==> src/rtl/shift_reg_seq_pkg.sv <==
// Shared types and constants for the counted shift register.
// Rotate support is enabled with SHIFT_REG_SEQ_ROTATE_EN.
package shift_reg_seq_pkg;

    typedef enum logic [1:0] {
        MODE_LOGIC = 2'b00,
        MODE_ARITH = 2'b01,
        MODE_ROT   = 2'b10,
        MODE_RSVD  = 2'b11
    } shift_mode_t;

    typedef enum logic [1:0] {
        IDLE  = 2'b00,
        SHIFT = 2'b01,
        DONE  = 2'b10
    } seq_state_t;

    localparam logic DIR_RIGHT = 1'b0;
    localparam logic DIR_LEFT  = 1'b1;

endpackage

==> src/rtl/shift_reg_step.sv <==
// One-step shifter: logical, arithmetic or rotate, left or right.
// Rotate exists only with SHIFT_REG_SEQ_ROTATE_EN; otherwise it fills like logical.
module shift_reg_step
    import shift_reg_seq_pkg::*;
#(
    parameter int WIDTH = 8
) (
    input  logic [WIDTH-1:0] data_i,
    input  logic             dir_i,
    input  shift_mode_t      mode_i,
    input  logic             fill_i,
    output logic [WIDTH-1:0] data_o
);

    logic fill;

    always_comb begin
        fill = fill_i;
        case (mode_i)
            MODE_ARITH: fill = (dir_i == DIR_LEFT) ? 1'b0 : data_i[WIDTH-1];
`ifdef SHIFT_REG_SEQ_ROTATE_EN
            MODE_ROT:   fill = (dir_i == DIR_LEFT) ? data_i[WIDTH-1] : data_i[0];
`endif
            default:    fill = fill_i;
        endcase
        if (dir_i == DIR_LEFT) begin
            data_o = {data_i[WIDTH-2:0], fill};
        end else begin
            data_o = {fill, data_i[WIDTH-1:1]};
        end
    end

endmodule

==> src/rtl/shift_reg_seq.sv <==
// WIDTH-bit load/shift register with a counted multi-cycle shift sequencer.
// Define SHIFT_REG_SEQ_ROTATE_EN to enable rotate mode in shift_reg_step.
module shift_reg_seq
    import shift_reg_seq_pkg::*;
#(
    parameter int WIDTH = 8,
    parameter int CNT_W = $clog2(WIDTH + 1)
) (
    input  logic             Clk,
    input  logic             Reset,
    input  logic             Load,
    input  logic [WIDTH-1:0] D,
    input  logic             Shift_En,
    input  logic             Shift_In,
    input  logic             Start,
    input  logic [CNT_W-1:0] Count,
    input  logic             Dir,
    input  logic [1:0]       Mode,
    output logic             Busy,
    output logic             Done,
    output logic             Shift_Out,
    output logic [WIDTH-1:0] Data_Out
);

    localparam logic [CNT_W-1:0] CNT_MAX = CNT_W'(WIDTH);
    localparam logic [CNT_W-1:0] CNT_ONE = CNT_W'(1);

    seq_state_t       state_q, state_d;
    logic [WIDTH-1:0] data_q, data_d;
    logic             dir_q, dir_d;
    shift_mode_t      mode_q, mode_d;
    logic [CNT_W-1:0] rem_q, rem_d;

    logic             step_dir;
    shift_mode_t      step_mode;
    logic [WIDTH-1:0] step_out;
    logic [CNT_W-1:0] count_clamped;

    assign count_clamped = (Count > CNT_MAX) ? CNT_MAX : Count;

    shift_reg_step #(
        .WIDTH (WIDTH)
    ) u_step (
        .data_i (data_q),
        .dir_i  (step_dir),
        .mode_i (step_mode),
        .fill_i (Shift_In),
        .data_o (step_out)
    );

    always_comb begin
        state_d   = state_q;
        data_d    = data_q;
        dir_d     = dir_q;
        mode_d    = mode_q;
        rem_d     = rem_q;
        step_dir  = dir_q;
        step_mode = mode_q;
        case (state_q)
            IDLE: begin
                if (Load) begin
                    data_d = D;
                end else if (Start) begin
                    dir_d   = Dir;
                    mode_d  = shift_mode_t'(Mode);
                    rem_d   = count_clamped;
                    state_d = (count_clamped == '0) ? DONE : SHIFT;
                end else if (Shift_En) begin
                    // Legacy step is always logical right and retargets Shift_Out.
                    step_dir  = DIR_RIGHT;
                    step_mode = MODE_LOGIC;
                    data_d    = step_out;
                    dir_d     = DIR_RIGHT;
                end
            end
            SHIFT: begin
                data_d = step_out;
                rem_d  = rem_q - CNT_ONE;
                if (rem_q <= CNT_ONE) begin
                    state_d = DONE;
                end
            end
            DONE: begin
                state_d = IDLE;
            end
            default: begin
                state_d = IDLE;
            end
        endcase
    end

    always_ff @(posedge Clk) begin
        if (Reset) begin
            state_q <= IDLE;
            data_q  <= '0;
            dir_q   <= DIR_RIGHT;
            mode_q  <= MODE_LOGIC;
            rem_q   <= '0;
        end else begin
            state_q <= state_d;
            data_q  <= data_d;
            dir_q   <= dir_d;
            mode_q  <= mode_d;
            rem_q   <= rem_d;
        end
    end

    assign Busy      = (state_q != IDLE);
    assign Done      = (state_q == DONE);
    assign Shift_Out = (dir_q == DIR_LEFT) ? data_q[WIDTH-1] : data_q[0];
    assign Data_Out  = data_q;

endmodule

==> config.mk <==
export PLATFORM = sky130hd
export DESIGN_NAME = shift_reg_seq
export DESIGN_NICKNAME = d
export VERILOG_FILES = /design/src/rtl/shift_reg_seq_pkg.sv /design/src/rtl/shift_reg_step.sv /design/src/rtl/shift_reg_seq.sv
export SDC_FILE = /design/constraint.sdc
export NUM_CORES = 1
export LEC_CHECK = 0
export BUFFER_PORTS_ARGS = -buffer_cell sky130_fd_sc_hd__buf_2
export CAP_MARGIN = 40
export CORE_MARGIN = 3
export CORE_UTILIZATION = 35
export CTS_BUF_LIST = sky130_fd_sc_hd__clkbuf_4
export CTS_CLUSTER_DIAMETER = 50
export DETAILED_ROUTE_END_ITERATION = 16
export PLACE_DENSITY_LB_ADDON = 0.08
export SLEW_MARGIN = 20
export SYNTH_ARGS = -nofsm -noshare
export SYNTH_HDL_FRONTEND = slang
export SYNTH_HIERARCHICAL = 1
export SYNTH_SLANG_ARGS = --single-unit
==> constraint.sdc <==
create_clock -name Clk -period 2.25 [get_ports Clk]
set_input_delay 0.1125 -clock Clk [delete_from_list [all_inputs] [get_ports Clk]]
set_output_delay 0.1125 -clock Clk [all_outputs]
set_load 0.02 [all_outputs]
==> flow_summary.toml <==
[worst_setup_path]
critPathMaxStageDelay_ns = 0.37
cp_max_fo = 6
cp-end-kind = "flop"
cp_data_required_time_ns = 2.40
worstPathArrival_ns = 2.13
cpMaxStageDelayCell = "nor3_1"
critPathKind = "reg -> reg"
start_kind = "flop"
crit_chain = "or2_2 -> nor3_1 -> nor2b_1 -> buf_4 -> mux2_4 -> nand2_1 -> a311oi_1"

[global_routing]
grt_pass1_vias = 881
overflow = 0
grt_pass1_wl_mm = 4.17
antenna_found_initial = 0
grt_use_total_pct = 15.2
grt_max_degree = 18

[power_and_ir_drop]
ir_drop_v = 0.000210
power_frac_comb_pct = 29.5
p_switching_uw = 252
leakage_nw = 0.565
p_seq_share_pct = 46.5
p_int_uw = 514
clkPwrFrac_pct = 24.0
swShare_pct = 32.9
total_power_uw = 766
power.density_mw_per_mm2 = 618

[clock_network]
cts_buffer_depth = 2
cts_tree = "yes"
cts_hold_buf = 0
cts_sinks = 17
cts_setup_buffers = 0
cts_buffers = 3
postCtsResizedCells = 0
clock_latency_ns = 0.30
clkTransAtPathRegs_ns = 0.11
root_buffer = "clkbuf_4"
h-tree-depth = 1

[finish]
antenna_cells = 0
utilization_pct = 44.2
fin_nets = 176
instances_no_fill = 183
area_delta_synth_final_pct = 19.1
mostFrequentLayoutCells = "buf_2 (31), dfxtp_1 (17), nor2_1 (15)"
layout_commonest_cell = "buf_2"
layout-drive-gt1-share_pct = 34.9

[timing]
worst_slew_pin_slew_ns = 0.654
hold_viol = 0
slew_headroom_pct = 56.4
min_period_over_period_pct = 87.7
grt_setup_unrepaired = "no"
fmax_mhz = 507
setup_slack_ns = 0.278
finalSetupViolations = 0
fin_tns_setup_ns = 0
slew_viol_final = 0
min_period_ns = 1.97
finalClockSkew_ns = 0.00395

[logic_synthesis]
ys.flop_type = "dfxtp_1"
ys_types = 32
async_flop_share_pct = 0
synth_top_area_cell = "dfxtp_1"
syn_nets = 144
syn_avg_cell_area_um2 = 8.59
synth_edf_count = 0
ys_seq_elements = 17
synth_top_area_share_pct = 32.7
ys_warn_count = 6
ys_seq_area_share_pct = 32.7
synthTopCellsByArea = "dfxtp_1 (33%), mux2_4 (8.7%), a311oi_1 (6.7%)"
netlist_area_mm2 = 0.00104
syn_inst = 121

[place]
dp_slack_ns = 0.294
dp_cells = 178
dp_hpwl_mm = 1.77
port_buffers = 31
gp_congestion = 0.749

[floorplanning]
start_util_pct = 37.1
core_region_area_mm2 = 0.00281
rows = 19
die_h_um = 60.5
die-area_mm2 = 0.00366
ios = 32
die_w_um = 60.5

[detailed_routing]
routed_via_density = 5.13
num_vias = 938
drc_errors = 0
totalWireLength_mm = 2.43
detail_route.wl_per_cell_um = 13.3
antenna_left = 0
drt_iter0_markers = 40
dr.pass1.iters = 4

[outcome]
status = "finished clean"

[job]
drv_cap = 0

[worst_hold_path]
min_path_type = "in -> reg"
## power groups by stage
stage                     clock network [mW]  logic [mW]  registers, mW
final                                  0.184       0.226          0.356
after global placement                     0       0.225          0.362
after floorplan                            0       0.149          0.376
after detailed placement                   0       0.225          0.363
after CTS                              0.199       0.226          0.356
after global routing                   0.207       0.255          0.360
## per-stage QoR
stage	cell area (um^2)	hold slack (ns)
CTS	1230	0.0268
floorplan	1040	0.256
global route	1240	0.0486
detailed placement	1200	0.351
finish	1240	0.0411
global placement	1200	0.347
## path summary, 6_finish.rpt
| kind | from | end | slack [ns] | depth (start not counted) |
|---|---|---|---|---|
| max | state_q[1] | Data_Out[2] | 0.28 | 7 |
| max reg2reg | state_q[1] | Data_Out[2] | 0.28 | 7 |
| min reg2reg | mode_q[1] | mode_q[1] | 0.49 | 2 |
| min | Mode[0] | mode_q[0] | 0.04 | 3 |
## cells by family (layout without fill, tap and decap cells)
family                     Yosys count  in the layout  synth area share [%]
muxes                               11             11                  13.6
AOI/OAI and AO/OA                   23             23                  16.7
buffers and inverters               11             42                  6.38
and+or+nand+nor                     56             56                  27.3
DFF                                 17             17                  32.7
xor gates and xnor gates             1              1                 0.843
adders and majority gates            2              2                  2.41
## flip-flops by register name, summed over array words and instances (netlist names)
name      count
Data_Out      8
dir_q         1
state_q       2
mode_q        2
rem_q         4
## per-layer routing
layer	part of all wire, %	routed length, um	up-vias	track usage (%)
li1	-	-	493	-
met1	52	1260	410	23.0
met2	40	974	30	20.1
met3	5.9	144	5	3.19
met4	2.1	51	0	7.43
met5	0	0	-	0
## area by class of cell
class	instances	area (um^2)
repair buffers	35	185
fillers	288	1570
clock buffers	4	30.0
flip-flops and latches	17	340
well taps	31	38.8
multi-input cells	93	633
inverters	3	11.3
## synthesized netlist by cell type, drive strengths merged (4+ instances only)
cell,number
dfxtp,17
nor2,16
nand2,12
nand3,10
a311oi,8
a21oi,7
mux2,7
buf,6
nor2b,6
mux2i,4
nor3,4
o21ai,4
## critical path: cells and delay by family (launching register included)
family | cells | cell delay, ns
flip-flops | 1 | 0.32
AO/OA/AOI/OAI | 1 | 0.09
AND/OR/NAND/NOR | 4 | 0.93
buffers and inverters | 1 | 0.21
multiplexers | 1 | 0.29
No activity file was read; power rests on OpenSTA's default activity.
